`config.mk`:
```
export PLATFORM = sky130hd
export DESIGN_NAME = serial_frame_receiver
export DESIGN_NICKNAME = d
export VERILOG_FILES = /design/src/rtl/serial_frame_pkg.sv /design/src/rtl/bit_down_counter.sv /design/src/rtl/serial_frame_receiver.sv
export SDC_FILE = /design/constraint.sdc
export NUM_CORES = 1
export LEC_CHECK = 0
export ABC_AREA = 1
export CAP_MARGIN = 40
export CORE_MARGIN = 2
export CORE_UTILIZATION = 55
export DETAILED_ROUTE_END_ITERATION = 10
export MAX_ROUTING_LAYER = met4
export PLACE_DENSITY = 0.81
export SYNTH_ARGS = -nofsm -noshare
export SYNTH_HDL_FRONTEND = slang
export SYNTH_SLANG_ARGS = --single-unit
```
`constraint.sdc`:
```
create_clock -name clk -period 3.35 [get_ports clk]
set_input_delay 0.67 -clock clk [delete_from_list [all_inputs] [get_ports clk]]
set_output_delay 0.67 -clock clk [all_outputs]
set_load 0.05 [all_outputs]
```
`src/rtl/serial_frame_pkg.sv`:
```
// Shared constants for the serial frame receiver: header field widths, start-bit level,
// FSM state encodings and a small helper for sizing the header bit-index counter.
package serial_frame_pkg;

  localparam int   PORT_W_DEF = 2;
  localparam int   LEN_W_DEF  = 4;
  localparam logic START_BIT  = 1'b0;

  typedef logic [2:0] state_t;

  localparam logic [2:0] S_IDLE   = 3'd0;
  localparam logic [2:0] S_PORT   = 3'd1;
  localparam logic [2:0] S_LEN    = 3'd2;
  localparam logic [2:0] S_DATA   = 3'd3;
  localparam logic [2:0] S_PARITY = 3'd4;
  localparam logic [2:0] S_DONE   = 3'd5;

  function automatic int max_int(input int a, input int b);
    return (a > b) ? a : b;
  endfunction

endpackage

```
`src/rtl/bit_down_counter.sv`:
```
// Loadable saturating down-counter with zero flag; used for the header bit index
// and for the remaining-payload count.
module bit_down_counter #(
  parameter int W = 4
) (
  input  logic         clk,
  input  logic         rst,
  input  logic         load_i,
  input  logic [W-1:0] load_val_i,
  input  logic         dec_i,
  output logic [W-1:0] count_o,
  output logic         zero_o
);

  logic [W-1:0] count_q, count_d;

  always_comb begin
    count_d = count_q;
    if (load_i) begin
      count_d = load_val_i;
    end else if (dec_i && (count_q != '0)) begin
      count_d = count_q - W'(1);
    end
  end

  always_ff @(posedge clk or posedge rst) begin
    if (rst) begin
      count_q <= '0;
    end else begin
      count_q <= count_d;
    end
  end

  assign count_o = count_q;
  assign zero_o  = (count_q == '0);

endmodule

```
`src/rtl/serial_frame_receiver.sv`:
```
// Serial frame header decoder driving the 1-to-4 demux select and gated payload output.
// Optional even-parity check after the payload is enabled by SERIAL_FRAME_PARITY_EN.
//
// state  | meaning
// IDLE   | line idle, waiting for a start bit
// PORT   | shifting in the port-number field
// LEN    | shifting in the payload length field
// DATA   | payload bit on SerOut, data_left counting down
// PARITY | sampling the even-parity bit (optional build)
// DONE   | one-cycle done pulse, SerIn ignored
module serial_frame_receiver
  import serial_frame_pkg::*;
#(
  parameter int PORT_W = PORT_W_DEF,
  parameter int LEN_W  = LEN_W_DEF
) (
  input  logic              clk,
  input  logic              rst,
  input  logic              SerIn,
  output logic [PORT_W-1:0] portnum,
  output logic              SerOut,
  output logic              SerOutValid,
  output logic [LEN_W-1:0]  data_left,
  output logic              done,
  output logic              parity_err
);

  localparam int IDX_W = $clog2(max_int(PORT_W, LEN_W) + 1);

`ifdef SERIAL_FRAME_PARITY_EN
  localparam logic [2:0] S_AFTER_PAY = S_PARITY;
`else
  localparam logic [2:0] S_AFTER_PAY = S_DONE;
`endif

  logic [2:0]        state_q, state_d;
  logic [PORT_W-1:0] portnum_q, portnum_d;

  logic              idx_load, idx_dec, idx_zero;
  logic [IDX_W-1:0]  idx_load_val, idx_count;

  logic              len_load, len_dec, len_zero;
  logic [LEN_W-1:0]  len_load_val, len_count;

  logic              start_det;
  logic              unused_cnt;

  assign start_det  = (state_q == S_IDLE) && (SerIn == START_BIT);
  assign unused_cnt = ^{idx_count, len_zero};

  always_comb begin
    state_d      = state_q;
    portnum_d    = portnum_q;
    idx_load     = 1'b0;
    idx_load_val = '0;
    idx_dec      = 1'b0;
    len_load     = 1'b0;
    len_load_val = len_count;
    len_dec      = 1'b0;

    case (state_q)
      S_IDLE: begin
        if (start_det) begin
          state_d      = S_PORT;
          idx_load     = 1'b1;
          idx_load_val = IDX_W'(PORT_W - 1);
        end
      end
      S_PORT: begin
        portnum_d = {portnum_q[PORT_W-2:0], SerIn};
        if (idx_zero) begin
          state_d      = S_LEN;
          idx_load     = 1'b1;
          idx_load_val = IDX_W'(LEN_W - 1);
        end else begin
          idx_dec = 1'b1;
        end
      end
      S_LEN: begin
        // The length field is assembled directly in the payload counter.
        len_load     = 1'b1;
        len_load_val = {len_count[LEN_W-2:0], SerIn};
        if (idx_zero) begin
          state_d = (len_load_val != '0) ? S_DATA : S_AFTER_PAY;
        end else begin
          idx_dec = 1'b1;
        end
      end
      S_DATA: begin
        len_dec = 1'b1;
        if (len_count == LEN_W'(1)) begin
          state_d = S_AFTER_PAY;
        end
      end
`ifdef SERIAL_FRAME_PARITY_EN
      S_PARITY: begin
        state_d = S_DONE;
      end
`endif
      S_DONE: begin
        state_d = S_IDLE;
      end
      default: begin
        state_d = S_IDLE;
      end
    endcase
  end

  always_ff @(posedge clk or posedge rst) begin
    if (rst) begin
      state_q   <= S_IDLE;
      portnum_q <= '0;
    end else begin
      state_q   <= state_d;
      portnum_q <= portnum_d;
    end
  end

  bit_down_counter #(.W(IDX_W)) u_idx_cnt (
    .clk        (clk),
    .rst        (rst),
    .load_i     (idx_load),
    .load_val_i (idx_load_val),
    .dec_i      (idx_dec),
    .count_o    (idx_count),
    .zero_o     (idx_zero)
  );

  bit_down_counter #(.W(LEN_W)) u_len_cnt (
    .clk        (clk),
    .rst        (rst),
    .load_i     (len_load),
    .load_val_i (len_load_val),
    .dec_i      (len_dec),
    .count_o    (len_count),
    .zero_o     (len_zero)
  );

`ifdef SERIAL_FRAME_PARITY_EN
  logic pxor_q, pxor_d;
  logic perr_q, perr_d;

  always_comb begin
    pxor_d = pxor_q;
    perr_d = perr_q;
    if (start_det) begin
      pxor_d = 1'b0;
      perr_d = 1'b0;
    end else if (state_q == S_DATA) begin
      pxor_d = pxor_q ^ SerIn;
    end else if (state_q == S_PARITY) begin
      perr_d = pxor_q ^ SerIn;
    end
  end

  always_ff @(posedge clk or posedge rst) begin
    if (rst) begin
      pxor_q <= 1'b0;
      perr_q <= 1'b0;
    end else begin
      pxor_q <= pxor_d;
      perr_q <= perr_d;
    end
  end

  assign parity_err = perr_q;
`else
  assign parity_err = 1'b0;
`endif

  assign portnum     = portnum_q;
  assign data_left   = len_count;
  assign SerOutValid = (state_q == S_DATA);
  assign SerOut      = SerIn & SerOutValid;
  assign done        = (state_q == S_DONE);

endmodule
```
# Word level (Yosys, flattened, before mapping)
# Index checks and enable logic that the tools add are counted.
[op_classes] n_reduce_logical=13 muxes=21 add_sub_neg=2 bitwise=2 n_eq_ne=10
[ops] operator="3-bit 2-to-1 mux" count=7
[ops] operator="4-bit 2-to-1 mux" count=3
[ops] operator="3-bit one-hot mux with 4 select lines" count=1
[ops] operator="4-bit nonzero test" count=2
[ops] operator="1-bit 2-to-1 mux" count=7
[ops] operator="3-bit by 2-bit equality test with 1-bit output, second input constant" count=2
[ops] operator="3-bit logical NOT" count=2
[ops] operator="2-bit inequality test, second input constant" count=3
[ops] operator="4-bit by 1-bit equality test with 1-bit output, second input constant" count=1
[ops] operator="2-bit by 1-bit inequality test with 1-bit output, second input constant" count=2
[ops] operator="2-bit one-hot mux with 2 select lines" count=1
[ops] operator="4-bit AND reduction" count=1
[ops] operator="2-bit nonzero test" count=2
[ops] operator="4-bit by 1-bit subtractor with 4-bit output, second input constant" count=1
[ops] operator="3-bit by 1-bit equality test with 1-bit output, second input constant" count=1
[ops] operator="3-bit equality test, second input constant" count=1
[ops] operator="1-bit logical AND" count=3
[ops] operator="3-bit nonzero test" count=1
[ops] operator="3-bit by 1-bit subtractor with 3-bit output, second input constant" count=1
[ops] operator="2-bit 2-to-1 mux" count=1
[ops] operator="1-bit one-hot mux with 2 select lines" count=1
[ops] operator="2-bit AND reduction" count=1
[ops] operator="2-bit OR reduction" count=1
[ops] operator="1-bit bitwise AND" count=1
[ops] operator="1-bit NOT" count=1
[totals] in_bits=3 regBits=12 output_inout_bits=10

# Logic depth before layout (Yosys ltp)
[logic_depth] depth_word=6 mapped_depth=9

# Hierarchy
# From an unflattened synthesis, not the netlist that was laid out.
[unflattened] hier_cells=135 hier_area_um2=913.4
[by_module_without_submodules] module="serial_frame_receiver" seq_area_each_um2=125.1 n_inst=1 area_per_inst_um2=417.9 cells_per_inst=60
[by_module_without_submodules] module="bit_down_counter at u_len_cnt" seq_area_each_um2=100.1 n_inst=1 area_per_inst_um2=299.0 cells_per_inst=47
[by_module_without_submodules] module="bit_down_counter at u_idx_cnt" seq_area_each_um2=75.1 n_inst=1 area_per_inst_um2=196.4 cells_per_inst=28

# Worst setup path before layout
# No wires, ideal clock.
[synth_path] kind="input to output" from="input port SerIn" to="output port SerOut" path_slack_ns=0.892 path_stages=2 t_arrival_ns=1.788 path_cell_list="inv_1 -> nor3_1"
[synth_via] elab_chain_cells=1
[synth_lines] element="start: declaration" line="serial_frame_receiver.sv:19" text="input logic SerIn,"
[synth_lines] element="1-bit bitwise AND" line="serial_frame_receiver.sv:174" text="assign SerOut = SerIn & SerOutValid;"
[synth_lines] element="end: declaration" line="serial_frame_receiver.sv:21" text="output logic SerOut,"
# No other way between the ends.

# Final worst setup path
# Ends and elaborated chain as after synthesis.

==> impl_metrics.csv <==
group,metric,value,unit
floorplanning,core,0.00133,mm^2
floorplanning,ioPinCount,13,
yosys,ys_ff_latch,12,
sta,slew_headroom,0.646,
yosys,yosys.cell_types.count,23,
clocking,cts_setup_buffers,0,
yosys,synth_cells,107,
critical_path,worstSetupPathType,"in -> out",
floorplanning,start_util,0.601,
cells_and_area,insertedDiodeCount,0,
clocking,clock_sinks,12,
outcome,status,"completed",
clocking,cts_buffers,3,
floorplanning,die-area,0.00178,mm^2
yosys,syn_avg_cell_area,7.50,um^2
critical_path,cp.arrival,2.28,ns
clocking,cts.repair.resized,0,
routing,antenna_left,0,
cells_and_area,area_growth,18.3,%
routing,drcViolationCount,0,
routing,firstDrtPassIters,4,
cells_and_area,drive_gt1_frac,0.117,
yosys,synth_nets,114,
sta,final_hold_viol_count,0,
grt,grt_antenna_before_repair,0,
place,dp_hpwl,1260,um
worst_hold_path,min_path_type,"reg -> reg",
clocking,htreeDepth,1,
floorplanning,die_h,42.2,um
critical_path,start_kind,"input port",
critical_path,path_max_fanout,4,
critical_path,required,2.68,ns
grt,first_global_vias,646,
sta,worstMarginPinSlew,0.529,ns
routing,wl_per_cell,12.1,um
job,drv_cap,0,
critical_path,worst-path-buf-inv,3,
cells_and_area,fin_util,0.711,
yosys,seq_area_frac_synth,0.374,
sta,finalMaxSlewViolations,0,
critical_path,cp_common_cell,"clkdlybuf4s50_1",
place,gp_congestion,0.904,
cells_and_area,final_nets,128,
grt,grt_max_degree,13,
sta,rsz0062_at_grt,"false",
sta,setup_viol,0,
grt,grt_usage,0.216,
yosys,yosys_warnings,0,
sta,fmax,339,MHz
sta,fin_setup_tns,0,ns
sta,holdWs,0.481,ns
routing,first_iter_violations,17,
sta,finClkSkew,0.00513,ns
clocking,clkTransAtPathRegs,0.08,ns
clocking,clock_path_buffers,2,
routing,routed_via_density,5.26,
floorplanning,die_w,42.2,um
critical_path,path_delay_family,"buffers and inverters",
grt,gr-total-overflow,0,
clocking,root_buffer,"clkbuf_4",
critical_path,cp-end-kind,"output pin",
clocking,clk_latency,0.28,ns
sta,fin_crit_sh,0.880,
routing,dr_total_vias,710,
floorplanning,row_count,13,
sta,min_period,2.95,ns
critical_path,crit_slowest_cell,"clkdlybuf4s50_1",
grt,grt_pass1_wl,2860,um
critical_path,path_cells,"clkdlybuf4s50_1, inv_1, nor3_1, clkdlybuf4s50_1",
critical_path,cp_slowest_stage_delay,0.83,ns
routing,wl,1630,um
clocking,cts_tree,"yes",
clocking,ctsHoldBuffers,0,
yosys,synth_area,802,um^2
place,numPortBuffers,11,
[cell usage after synthesis]
master	number	area (um^2)
nor2_2	1	6.26
o21ai_0	8	40.0
nand3_1	12	60.1
nand2_2	1	6.26
buf_4	1	7.51
nand2_1	30	113
buf_6	1	11.3
a21oi_1	1	5.00
or2_1	1	6.26
conb_1	1	3.75
dfrtp_1	12	300
nand4_1	1	6.26
inv_2	2	7.51
nor3_1	2	10.0
mux2_2	1	11.3
xnor2_1	1	8.76
nor2_1	6	22.5
nor2_4	1	11.3
ha_1	4	50.1
o21bai_1	1	7.51
nand2_4	3	33.8
inv_1	15	56.3
nand3_4	1	17.5
[worst paths after layout]
check	slack (ns)	cells past startpoint	startpoint	endpoint
setup / recovery	0.40	4	SerIn	SerOut
hold reg to reg	0.48	2	u_idx_cnt.count_o[0]$_DFFE_PP0P_	u_idx_cnt.count_o[0]$_DFFE_PP0P_
setup reg to reg	1.94	9	u_idx_cnt.count_o[0]$_DFFE_PP0P_	u_idx_cnt.count_o[1]$_DFFE_PP0P_
min in group asynchronous	0.68	2	rst	u_len_cnt.count_o[3]$_DFFE_PP0P_
max in group asynchronous	2.35	2	rst	u_idx_cnt.count_o[2]$_DFFE_PP0P_
hold / removal	0.48	2	u_idx_cnt.count_o[0]$_DFFE_PP0P_	u_idx_cnt.count_o[0]$_DFFE_PP0P_
[metrics by stage]
stage | instances | setup slack [ns] | area (um^2)
floorplan | 107 | 0.892 | 802
global route | 135 | 0.331 | 948
finish | 135 | 0.402 | 948
detailed placement | 131 | 0.414 | 912
global placement | 131 | 0.408 | 912
CTS | 135 | 0.407 | 948
[worst register-to-register path, cell delays in order, from the launching register on]
cell and delay, ns:
dfrtp_1 0.35, inv_1 0.06, ha_1 0.20, ha_1 0.23, nand4_1 0.13, nand2_1 0.06
inv_1 0.11, nand2_1 0.06, nand2_1 0.06, nand2_1 0.05
[layout make-up]
class                   instances  area (um^2)
multi-input cells              76          419
flip-flops and latches         12          300
well taps                      15         18.8
clock buffers                   4         36.3
fillers                       105          385
repair buffers                 11          110
inverters                      17         63.8
[sequential cells by signal, summed over array words and instances (netlist names)]
| register | cells |
|---|---|
| portnum | 2 |
| state_q | 3 |
| u_idx_cnt.count_o | 3 |
| u_len_cnt.count_o | 4 |
[metal layers]
| layer | wire length (um) | GRT usage | vias up |
|---|---|---|---|
| met5 | 0 | - | - |
| li1 | - | - | 360 |
| met1 | 770 | 0.280 | 326 |
| met4 | 31 | 0.0875 | 0 |
| met2 | 768 | 0.326 | 17 |
| met3 | 58 | 0.0474 | 7 |
[cell families (layout without fill, tap and decap cells)]
group,count (synthesis),in the layout,synth area share
xor+xnor,1,1,0.0109
compound gates,10,10,0.0655
simple gates,59,59,0.365
mux,1,1,0.0140
buf+inv,19,32,0.103
other cells,1,1,0.00468
flops,12,12,0.374
fa+ha+maj,4,4,0.0624
[placed cells by master (no fill, tap or decap), types with 2 or more instances in the layout]
cell type	Yosys	layout
nor2_1	6	6
clkbuf_4	0	3
nor3_1	2	2
clkdlybuf4s50_1	0	11
o21ai_0	8	8
ha_1	4	4
nand2_4	3	3
inv_1	15	15
dfrtp_1	12	12
nand3_1	12	12
inv_2	2	2
nand2_1	30	30
Power is not shown: default switching activity piles up to over one toggle a cycle in this logic, so the estimate is an artifact.
==> RTL edit (same settings) <==
Set the package constant `LEN_W_DEF` to 16 (it was 4).
--- a/src/rtl/serial_frame_pkg.sv
+++ b/src/rtl/serial_frame_pkg.sv
@@ -5,3 +5,3 @@
   localparam int   PORT_W_DEF = 2;
-  localparam int   LEN_W_DEF  = 4;
+  localparam int   LEN_W_DEF  = 16;
   localparam logic START_BIT  = 1'b0;
Ports: changed (resized data_left); port bits go from 13 to 25. No check against the original RTL was run, so the function may have changed too.
==> RTL edit against the original RTL <==
Wire length up 140%; cell count rose to 2.6 times the old value; setup slack better by 80 ps; sequential cell count up 14; synthesized area up 120%; design area up 120%; maximum frequency up 2.8%.
Power is not shown: default switching activity piles up to over one toggle a cycle in this logic, so the estimate is an artifact.
==> RTL edit: results <==
group,metric,value,unit
setup_path,worst-r2r-cell-count,6,
detailed_routing,drt_iter0_markers,104,
setup_path,path_max_fanout,5,
final_layout,layout-drive-gt1-share,6.27,%
yosys,synth_flop_cell,"dfrtp_1",
cts,htree_levels,1,
global_routing,grt_pass1_wl,6560,um
final_layout,finalNonFillerCells,347,
cts,clkLatencyLatePin,320,ps
detailed_routing,drt_pass1_iterations,5,
cts,cts_buffers,3,
final_layout,antenna_cells,0,
final_layout,num-fill-cells,304,
sta,worst_pin_slew,812,ps
yosys,ys_warn_count,0,
cts,postCtsHoldBufs,0,
detailed_routing,vias_per_cell,5.11,
sta,hold_viol_final,0,
final_layout,nets,310,
setup_path,arrival,2200,ps
yosys,ys_seq_area_share,36.3,%
global_routing,grt_start_max_net_pins,26,
placement,routabilityCongestion,0.833,
cts,clk_pin_slew,140,ps
yosys,async_flop_share,100,%
yosys,synth_cells,280,
cts,post_cts_resized,0,
global_routing,grt_usage,23.9,%
run_status,outcome,"completed",
final_layout,largest_register_ffs,16,
cts,cts.path.max_buffers,2,
yosys,syn_nets,286,
global_routing,grt_pass1_vias,1478,
hold_path,whs_path_depth,2,
placement,dp_hpwl,2880,um
hold_path,min_path_type,"flop to flop",
placement,io_buffers,23,
yosys,synth_area_leaders,"dfrtp_1 (36%), nand2_1 (21%), nand3_1 (11%)",
cts,clk_root_buffer_cell,"clkbuf_4",
sta,skew,8.77,ps
setup_path,critPathTopFamily,"buffers and inverters",
yosys,yosys-top-cells-count,"nand2_1 (101), nand3_1 (40), nor2_1 (31)",
placement,place_area,0.00206,mm2
yosys,synthDistinctLibCells,25,
placement,dp_slack,513,ps
placement,dp.cells,343,
detailed_routing,drt-total-wl,3880,um
==> RTL edit: cell types whose count changed in the layout (fill, tap and decap cells not counted), sizes merged, moves of 2 or more <==
cell / change
nand2: +71
dfrtp: +14
nand3: +27
a21oi: +2
nor3: -2
nand3b: +3
inv: +15
o21ai: +10
nor2: +28
clkdlybuf4s50: +12
==> RTL edit: metal layers <==
metal | wire length, um | global-route usage, % | part of all wire [%]
met1 | 1960 | 34.3 | 50
met5 | 0 | - | 0
met2 | 1760 | 37.4 | 45
met3 | 137 | 1.89 | 3.5
met4 | 26 | 4.66 | 0.67
==> RTL edit: cell families after synthesis <==
group | count (synthesis) | share of synthesized area [%]
simple gates | 186 | 44.2
compound gates | 23 | 6.63
other cells | 1 | 0.209
xor+xnor | 2 | 0.977
fa+ha+maj | 3 | 2.09
mux | 1 | 0.628
flops | 26 | 36.3
buf+inv | 38 | 9.00
==> RTL edit: final cells by class <==
type                            instances  area (um2)  share of cell area (%)
Inverter                               33         124                    5.88
Timing Repair Buffer                   24         245                    11.6
Clock inverter                          1        30.0                    1.42
Sequential cell                        26         651                    30.9
Tap cell                               44        55.1                    2.61
Clock buffer                            3        22.5                    1.07
Multi-Input combinational cell        216         981                    46.5
==> RTL edit: worst paths after layout <==
path,start,to,slack (ps)
setup / recovery,SerIn,SerOut,480
hold / removal,u_idx_cnt.count_o[4],u_idx_cnt.count_o[4],520
setup reg to reg,state_q[0],u_len_cnt.count_o[1],1150
hold reg to reg,u_idx_cnt.count_o[4],u_idx_cnt.count_o[4],520
max in group asynchronous,rst,u_len_cnt.count_o[3],2190
min in group asynchronous,rst,u_len_cnt.count_o[1],670
